`src/rtl/lsu_mau_pkg.sv`:
```
// Shared types and helpers for the LSU memory access unit.
package lsu_pkg;
    localparam int LSU_AW = 16;
    localparam int LSU_DW = 8;

    typedef enum logic [1:0] {IDLE, LO, HI, RESP} lsu_state_t;

    // Upper byte of a word lives at the next byte address; 0xFFFF wraps to 0x0000.
    function automatic logic [LSU_AW-1:0] addr_inc(input logic [LSU_AW-1:0] a);
        return a + LSU_AW'(1);
    endfunction
endpackage

```
`src/rtl/lsu_mau_if.sv`:
```
// LSU request/response handshake plus the 8-bit external memory bus.
interface lsu_mau_if;
    import lsu_pkg::*;

    logic                  req_valid;
    logic                  req_ready;
    logic                  req_we;
    logic                  req_word;
    logic [LSU_AW-1:0]     req_addr;
    logic [2*LSU_DW-1:0]   req_wdata;
    logic                  rsp_valid;
    logic [2*LSU_DW-1:0]   rsp_rdata;
    logic                  rsp_err;
    logic [LSU_AW-1:0]     mem_addr;
    logic [LSU_DW-1:0]     mem_wdata;
    logic                  mem_rd;
    logic                  mem_wr;
    logic                  mem_ack;
    logic [LSU_DW-1:0]     mem_rdata;

    modport slave (
        input  req_valid, req_we, req_word, req_addr, req_wdata, mem_ack, mem_rdata,
        output req_ready, rsp_valid, rsp_rdata, rsp_err,
               mem_addr, mem_wdata, mem_rd, mem_wr
    );

    modport master (
        output req_valid, req_we, req_word, req_addr, req_wdata, mem_ack, mem_rdata,
        input  req_ready, rsp_valid, rsp_rdata, rsp_err,
               mem_addr, mem_wdata, mem_rd, mem_wr
    );
endinterface

```
`src/rtl/lsu_mau_timer.sv`:
```
// Per-phase bus wait timer: reloads on clr, counts down on en, flags the last allowed cycle.
module lsu_mau_timer #(
    parameter int unsigned TIMEOUT = 16
) (
    input  logic clk,
    input  logic rst,
    input  logic clr,
    input  logic en,
    output logic expired
);
    logic [15:0] cnt;

    // cnt == 0 marks the TIMEOUT-th wait cycle of the phase.
    always_ff @(posedge clk or negedge rst) begin
        if (!rst)                cnt <= '0;
        else if (clr)            cnt <= 16'(TIMEOUT - 1);
        else if (en && cnt != 0) cnt <= cnt - 16'd1;
    end

    assign expired = (cnt == 16'd0);
endmodule

```
`src/rtl/lsu_mau.sv`:
```
// LSU memory access unit: byte/word load-store over an 8-bit bus, low byte first.
// Optional per-phase bus timeout enabled by defining LSU_MAU_TIMEOUT_EN.
module lsu_mau
    import lsu_pkg::*;
#(
    parameter int unsigned TIMEOUT = 16
) (
    input  logic      clk,
    input  logic      rst,
    lsu_mau_if.slave  bus
);
    lsu_state_t          state, nxt;
    logic                we_q, word_q;
    logic [LSU_AW-1:0]   addr_q;
    logic [LSU_DW-1:0]   whi_q;
    logic                accept, timeout, wait_cyc;

    assign accept   = bus.req_valid && bus.req_ready;
    assign wait_cyc = (state == LO || state == HI) && !bus.mem_ack;

`ifdef LSU_MAU_TIMEOUT_EN
    logic expired;

    lsu_mau_timer #(.TIMEOUT(TIMEOUT)) u_timer (
        .clk     (clk),
        .rst     (rst),
        .clr     (accept || (state == LO && bus.mem_ack && word_q)),
        .en      (wait_cyc),
        .expired (expired)
    );

    assign timeout = wait_cyc && expired;
`else
    logic unused_timeout;

    assign unused_timeout = (TIMEOUT != 0);
    assign timeout        = 1'b0;
`endif

    always_comb begin
        nxt = state;
        case (state)
            IDLE:    if (accept) nxt = LO;
            LO:      if (bus.mem_ack) nxt = word_q ? HI : RESP;
                     else if (timeout) nxt = RESP;
            HI:      if (bus.mem_ack || timeout) nxt = RESP;
            default: nxt = IDLE;
        endcase
    end

    // All outputs are registered off next state so nothing combinational reaches a pin.
    always_ff @(posedge clk or negedge rst) begin
        if (!rst) begin
            state         <= IDLE;
            we_q          <= 1'b0;
            word_q        <= 1'b0;
            addr_q        <= '0;
            whi_q         <= '0;
            bus.req_ready <= 1'b0;
            bus.rsp_valid <= 1'b0;
            bus.rsp_rdata <= '0;
            bus.rsp_err   <= 1'b0;
            bus.mem_addr  <= '0;
            bus.mem_wdata <= '0;
            bus.mem_rd    <= 1'b0;
            bus.mem_wr    <= 1'b0;
        end else begin
            state         <= nxt;
            bus.req_ready <= (nxt == IDLE);
            bus.rsp_valid <= (nxt == RESP);
            case (state)
                IDLE: if (accept) begin
                    we_q          <= bus.req_we;
                    word_q        <= bus.req_word;
                    addr_q        <= bus.req_addr;
                    whi_q         <= bus.req_wdata[15:8];
                    bus.rsp_rdata <= '0;
                    bus.rsp_err   <= 1'b0;
                    bus.mem_addr  <= bus.req_addr;
                    bus.mem_wdata <= bus.req_wdata[7:0];
                    bus.mem_rd    <= !bus.req_we;
                    bus.mem_wr    <= bus.req_we;
                end
                LO, HI: if (bus.mem_ack) begin
                    if (!we_q) begin
                        if (state == LO) bus.rsp_rdata[7:0]  <= bus.mem_rdata;
                        else             bus.rsp_rdata[15:8] <= bus.mem_rdata;
                    end
                    if (nxt == HI) begin
                        bus.mem_addr  <= addr_inc(addr_q);
                        bus.mem_wdata <= whi_q;
                    end else begin
                        bus.mem_rd <= 1'b0;
                        bus.mem_wr <= 1'b0;
                    end
                end else if (timeout) begin
                    bus.mem_rd    <= 1'b0;
                    bus.mem_wr    <= 1'b0;
                    bus.rsp_err   <= 1'b1;
                    bus.rsp_rdata <= '0;
                end
                default: ;
            endcase
        end
    end
endmodule

```
`src/flat_wrapper.sv`:
```
// flat-port wrapper written by rule: the top's interface ports become plain ports
module lsu_mau_flat import lsu_pkg::*;
#(
    parameter int unsigned TIMEOUT = 16
)
  (clk, rst, bus_req_valid, bus_req_we, bus_req_word, bus_req_addr, bus_req_wdata, bus_mem_ack, bus_mem_rdata, bus_req_ready, bus_rsp_valid, bus_rsp_rdata, bus_rsp_err, bus_mem_addr, bus_mem_wdata, bus_mem_rd, bus_mem_wr);
  lsu_mau_if bus_i ();
  input  logic clk;
  input  logic rst;
  input wire logic [$bits(bus_i.req_valid)-1:0] bus_req_valid;
  input wire logic [$bits(bus_i.req_we)-1:0] bus_req_we;
  input wire logic [$bits(bus_i.req_word)-1:0] bus_req_word;
  input wire logic [$bits(bus_i.req_addr)-1:0] bus_req_addr;
  input wire logic [$bits(bus_i.req_wdata)-1:0] bus_req_wdata;
  input wire logic [$bits(bus_i.mem_ack)-1:0] bus_mem_ack;
  input wire logic [$bits(bus_i.mem_rdata)-1:0] bus_mem_rdata;
  output wire logic [$bits(bus_i.req_ready)-1:0] bus_req_ready;
  output wire logic [$bits(bus_i.rsp_valid)-1:0] bus_rsp_valid;
  output wire logic [$bits(bus_i.rsp_rdata)-1:0] bus_rsp_rdata;
  output wire logic [$bits(bus_i.rsp_err)-1:0] bus_rsp_err;
  output wire logic [$bits(bus_i.mem_addr)-1:0] bus_mem_addr;
  output wire logic [$bits(bus_i.mem_wdata)-1:0] bus_mem_wdata;
  output wire logic [$bits(bus_i.mem_rd)-1:0] bus_mem_rd;
  output wire logic [$bits(bus_i.mem_wr)-1:0] bus_mem_wr;
  assign bus_i.req_valid = bus_req_valid;
  assign bus_i.req_we = bus_req_we;
  assign bus_i.req_word = bus_req_word;
  assign bus_i.req_addr = bus_req_addr;
  assign bus_i.req_wdata = bus_req_wdata;
  assign bus_i.mem_ack = bus_mem_ack;
  assign bus_i.mem_rdata = bus_mem_rdata;
  assign bus_req_ready = bus_i.req_ready;
  assign bus_rsp_valid = bus_i.rsp_valid;
  assign bus_rsp_rdata = bus_i.rsp_rdata;
  assign bus_rsp_err = bus_i.rsp_err;
  assign bus_mem_addr = bus_i.mem_addr;
  assign bus_mem_wdata = bus_i.mem_wdata;
  assign bus_mem_rd = bus_i.mem_rd;
  assign bus_mem_wr = bus_i.mem_wr;
  lsu_mau #(.TIMEOUT(TIMEOUT)) u_core (.clk(clk), .rst(rst), .bus(bus_i));
endmodule
```
`config.mk`:
```
export PLATFORM = sky130hd
export DESIGN_NAME = lsu_mau_flat
export DESIGN_NICKNAME = d
export VERILOG_FILES = /design/src/rtl/lsu_mau_pkg.sv /design/src/rtl/lsu_mau_if.sv /design/src/rtl/lsu_mau_timer.sv /design/src/rtl/lsu_mau.sv /design/src/flat_wrapper.sv
export SDC_FILE = /design/constraint.sdc
export NUM_CORES = 1
export LEC_CHECK = 0
export CAP_MARGIN = 20
export CORE_MARGIN = 10
export CORE_UTILIZATION = 48
export DETAILED_ROUTE_END_ITERATION = 8
export GPL_TIMING_DRIVEN = 0
export PLACE_DENSITY_LB_ADDON = 0.05
export SLEW_MARGIN = 20
export SYNTH_ARGS = -nofsm -noshare
export SYNTH_HDL_FRONTEND = slang
export SYNTH_HIERARCHICAL = 1
export SYNTH_SLANG_ARGS = --single-unit
```
`constraint.sdc`:
```
create_clock -name clk -period 3.3 [get_ports clk]
set_clock_uncertainty 0.2 [all_clocks]
set_input_delay 0.66 -clock clk [delete_from_list [all_inputs] [get_ports clk]]
set_output_delay 0.66 -clock clk [all_outputs]
set_load 0.02 [all_outputs]
```
==> results of run 1 <==
## registers in the layout, summed over array words and instances, names as in the netlist, 2 cells and up
name                  flops
u_core/bus.mem_addr      16
u_core/whi_q              8
u_core/state              2
u_core/bus.mem_wdata      8
u_core/bus.rsp_rdata     16
u_core/addr_q            16
## worst max path at each step
stage	startpoint	endpoint	slack, ns	depth (start not counted)
after global placement	rst	u_core/addr_q[7]	-1.15	1
after floorplan	u_core/state[0]	u_core/bus.mem_addr[0]	0.90	8
after CTS	u_core/state[0]	u_core/bus.mem_addr[14]	0.49	7
after detailed placement	bus_req_valid	u_core/bus.mem_addr[3]	0.30	7
after global routing	u_core/state[0]	u_core/bus.mem_addr[5]	0.27	7
final	u_core/state[0]	u_core/bus.mem_addr[5]	0.50	7
## layout by cell type (no fill, tap or decap), types with 3 or more instances in the layout
master / synthesis / routed
xnor2_1: 13 / 13
mux2_1: 23 / 23
nand4_1: 4 / 4
nor2_1: 23 / 23
nor3_1: 4 / 4
a21oi_1: 17 / 17
ha_1: 5 / 5
inv_1: 18 / 18
nor4_1: 3 / 3
mux2_2: 34 / 34
nand2_1: 23 / 23
o21ai_0: 20 / 20
nand3_1: 13 / 13
clkdlybuf4s50_1: 0 / 88
clkbuf_1: 8 / 9
clkbuf_8: 0 / 9
o22ai_1: 3 / 3
dfrtp_1: 72 / 72
## cell families (layout without fill, tap and decap cells)
logic type,count (synthesis),count (layout),synth area share
compound gates,46,46,0.0804
fa+ha+maj,5,5,0.0184
flops,72,72,0.529
simple gates,77,77,0.102
buf+inv,33,139,0.0426
xor+xnor,14,14,0.0360
other cells,1,1,0.00110
mux,58,58,0.191
## area by class of cell
type	count	area, sq um	share of cell area
clock buffer	10	128	0.0275
inverter	18	67.6	0.0146
sequential	72	1800	0.389
tap	96	120	0.0259
buffer	15	77.6	0.0167
multi-input combinational	201	1460	0.315
clock inverter	6	68.8	0.0149
timing repair buffer	90	908	0.196
## per-layer routing
metal,up-vias,global-route usage,part of all wire
li1,1256,-,-
met1,1213,0.176,0.46
met4,0,0.0507,0.0049
met2,62,0.226,0.47
met5,-,0,0
met3,2,0.0533,0.063
## stage by stage
stage          power [W]   util  worst slack [ns]  hold WS [ns]  TNS [ns]
6_report         0.00483  0.678             0.500        0.0621         0
5_1_grt          0.00520  0.678             0.269        0.0794         0
4_1_cts          0.00490  0.678             0.486        0.0604         0
3_5_place_dp     0.00420  0.649             0.295         0.269         0
3_3_place_gp     0.00413  0.647             -1.15         0.260    -82.25
2_1_floorplan    0.00326      -             0.899         0.164         0
## synthesized netlist by cell type (2+ instances only)
master    instances
o22ai_1           3
nor2_1           23
nor3_1            4
ha_1              5
buf_2             2
o21ai_0          20
buf_6             2
xnor2_1          13
and2_1            2
nor2b_1           2
nand2_1          23
nor4_1            3
nand4_1           4
a21oi_1          17
inv_1            18
dfrtp_1          72
mux2_2           34
nand3_1          13
mux2_1           23
buf_1             2
clkbuf_1          8
## worst max-delay path: stages (launching register included)
cell and delay [ns]:
dfrtp_1 0.43, inv_1 0.08, ha_1 0.36, buf_2 0.30, buf_1 0.43, clkbuf_1 0.43, a21oi_1 0.13, mux2_1 0.32
## where the power goes
group / leakage [nW] / switching, W / internal (W)
logic: 0.936 / 0.00132 / 0.00125
registers: 0.881 / 0.000265 / 0.00131
clock network: 0.0968 / 0.000338 / 0.000353
total: 1.91 / 0.00192 / 0.00291
==> results.cfg, run 1 <==
[outcome]
outcome = finished clean

[critical_path]
cp-end-kind = flip-flop
cp_max_fo = 10
rr_worst_depth = 7
critical_path_required_ns = 3.33
cp-start-kind = flip-flop
r2r_setup_slack_ns = 0.50
arrival_ns = 2.83
r2r_end = u_core/bus.mem_addr[5]
worstSetupPathType = flip-flop to flip-flop
r2r-start = u_core/state[0]

[die]
die_w_microns = 104
fp.dieH_microns = 104
coreArea_sq_mm = 0.00683
die_area_sq_mm = 0.0109
ioPinCount = 91
rows = 30
start_util = 0.499

[clock_tree]
cts_num_sinks = 72
max-clock-path-buffers = 2
cts_root_buffer = clkbuf_8
h-tree-depth = 3
cts-resized-gates = 0
ctsHoldBuffers = 0
clkTransAtPathRegs_ns = 0.08
clk_latency_ns = 0.34
cts_buffers = 9
postCtsSetupBuffers = 0
cts_tree = done

[synthesis]
yosysWarnings = 6
synth_cell_types = 34
synth_seq_cells = 72
synth_area_leaders = dfrtp_1, mux2_2, mux2_1
synthesis.area_sq_mm = 0.00341
synthFlopType = dfrtp_1
synth-seq-area-share = 0.529
synth_top_area_share = 0.529
synth_edf_count = 0
synthCells = 306
syn-num-nets = 357
avgSynthCellArea_sq_um = 11.1
yosysTopAreaCell = dfrtp_1
async_flop_share = 1.00

[place]
place_congestion = 0.775
hpwl_microns = 5960
place_inst = 492
port_buffers = 89
post_dp_cell_area_sq_mm = 0.00444

[timing]
maxSlewHeadroom = 0.583
min_period_ns = 2.80
slew_violations = 0
rsz0062_at_grt = no
worst_pin_slew_ns = 0.625
fmax_ghz = 0.357
fin_crit_sh = 0.849
final-setup-viol-count = 0
finalHoldViolCount = 0

[detailed_routing]
drc_errors = 0
drt_first_pass_iters = 4
post_drt_wl_per_cell_microns = 15.2
wirelength_microns = 7710
drtIter0Drc = 62
vias_per_cell = 4.99
ant_nets = 0
vias = 2533

[finish]
area_growth_pct = 35.9
drive_above_1_share = 0.146
num_antenna_cells = 0
finish.cell_count_without_fillers = 508
nFillCells = 572
final_cell_area_sq_mm = 0.00463
fin_nets = 458

[grt]
grt_max_degree = 38
grt_pass1_wl_microns = 12900
grt-ovfl-total = 0
grt_pass1_vias = 2622
antenna_found_initial = 0
grtUsageTotal = 0.144

[min_path]
hp-class = input pin to asynchronous set/reset pin

[run]
cap_violations = 0

[power]
cellLeakagePower_nw = 1.91
irDropWorstVdd_uv = 524
power_density_mw_per_mm2 = 1040
No activity file was read; power rests on OpenSTA's default activity.
==> run 2: changes to the inputs <==
- clock period: 3.3 -> 2.7 ns (I/O delays scaled with it)
==> results.cfg, run 2 (synthesis results as in run 1) <==
[outcome]
outcome = finished clean

[place]
hpwl_microns = 5960
place_congestion = 0.775
port_buffers = 89
place_inst = 492

[timing]
worst_pin_slew_ns = 0.619
rsz0062_at_grt = no
maxSlewHeadroom = 0.587
fmax_ghz = 0.386
setup_tns_ns = 0
finalHoldViolCount = 0
min_period_ns = 2.59
slew_violations = 0
fin_crit_sh = 0.960
final-setup-viol-count = 0

[die]
rows = 30
start_util = 0.499
coreArea_sq_mm = 0.00683
fp.dieH_microns = 104
die_area_sq_mm = 0.0109
ioPinCount = 91
die_w_microns = 104

[power]
irDropWorstVdd_uv = 645
cellLeakagePower_nw = 1.98
power_density_mw_per_mm2 = 1300
total_power_w = 0.00622

[clock_tree]
cts_num_sinks = 72
h-tree-depth = 3
cts_root_buffer = clkbuf_8
clk_latency_ns = 0.34
cts_buffers = 9
cts_tree = done
max-clock-path-buffers = 2
clkTransAtPathRegs_ns = 0.08

[grt]
grt_pass1_wl_microns = 12900
grtUsageTotal = 0.144
grt_pass1_vias = 2617
antenna_found_initial = 0
grt_max_degree = 38
grt-ovfl-total = 0

[detailed_routing]
post_drt_wl_per_cell_microns = 15.5
drt_first_pass_iters = 4
drtIter0Drc = 75
drc_errors = 0
vias = 2590
wirelength_microns = 7970
ant_nets = 0
vias_per_cell = 5.03

[critical_path]
cp_max_fo = 7
cp-end-kind = flip-flop
cp-start-kind = flip-flop
worstSetupPathType = flip-flop to flip-flop
arrival_ns = 2.61
critical_path_required_ns = 2.72

[finish]
area_growth_pct = 39.8
drive_above_1_share = 0.169
layout_commonest_cell = clkdlybuf4s50_1
fin_nets = 465
final_cell_mix = clkdlybuf4s50_1, dfrtp_1, mux2_2
nFillCells = 557
num_antenna_cells = 0
multi_input_area_sq_mm = 0.00147
reg_top3 = u_core/addr_q: 16 flops, u_core/bus.mem_addr: 16 flops, u_core/bus.rsp_rdata: 16 flops
finish.cell_count_without_fillers = 515
final-seq-area_sq_mm = 0.00180

[run]
cap_violations = 0

[min_path]
hp-class = flip-flop to flip-flop
==> run 2: repair_timing <==
item,4_1_cts,5_1_grt
gates cloned,0,2
setup buffers,0,5
hold buffers,1,0
pin swaps,1,3
resized for setup,1,9
setup endpoints to repair,16,36
hold endpoints to repair,35,0
==> run 2: through the flow <==
step / hold slack (ns) / utilization / setup slack (ns) / instance area [sq um]
floorplan: 0.0444 / - / 0.299 / 3410
global placement: 0.260 / 0.647 / -1.63 / 4420
detailed placement: 0.269 / 0.649 / -0.185 / 4440
CTS: 0.287 / 0.679 / 0.00340 / 4640
global route: 0.299 / 0.698 / 0.0220 / 4770
finish: 0.279 / 0.698 / 0.108 / 4770
==> run 2: final timing paths <==
| path | slack (ns) | cells after the start | endpoint | start |
|---|---|---|---|---|
| worst max-delay path | 0.11 | 9 | u_core/bus.mem_addr[2] | u_core/state[0] |
| worst min-delay path | 0.28 | 2 | u_core/bus.rsp_rdata[13] | u_core/bus.rsp_rdata[13] |
| worst max register to register | 0.11 | 9 | u_core/bus.mem_addr[2] | u_core/state[0] |
| worst min register to register | 0.28 | 2 | u_core/bus.rsp_rdata[13] | u_core/bus.rsp_rdata[13] |
| max in group asynchronous | 1.26 | 3 | u_core/addr_q[14] | rst |
| min in group asynchronous | 0.49 | 2 | u_core/bus.rsp_valid | rst |
==> run 2: layer usage <==
layer  part of all wire  track usage  routed length, microns
met1               0.46        0.174                    3650
met2               0.48        0.228                    3800
met3              0.061       0.0527                     485
met4             0.0048       0.0507                      38
met5                  0            0                       0
==> run 2: final cells by class <==
cell class              instances  share of cell area
inverters                      18              0.0142
repair buffers                 98               0.214
multi-input cells             201               0.309
flip-flops and latches         72               0.378
well taps                      96              0.0252
clock buffers                  10              0.0268
clock inverters                 6              0.0144
plain buffers                  14              0.0181
==> run 2: worst max-delay path, stage by stage, from the launching register on <==
cell and delay [ns]:
dfrtp_2 0.44, inv_1 0.13, ha_4 0.17, a21bo_2 0.25, a211oi_4 0.26, nand4_1 0.19, a21oi_4 0.21, buf_12 0.15
clkbuf_16 0.15, mux2_1 0.32
==> run 2: power breakdown <==
part | total, W | switching (W) | internal, W | leakage, nW
logic | 0.00345 | 0.00169 | 0.00176 | 1.00
clock network | 0.000843 | 0.000412 | 0.000432 | 0.0968
registers | 0.00192 | 0.000325 | 0.00160 | 0.879
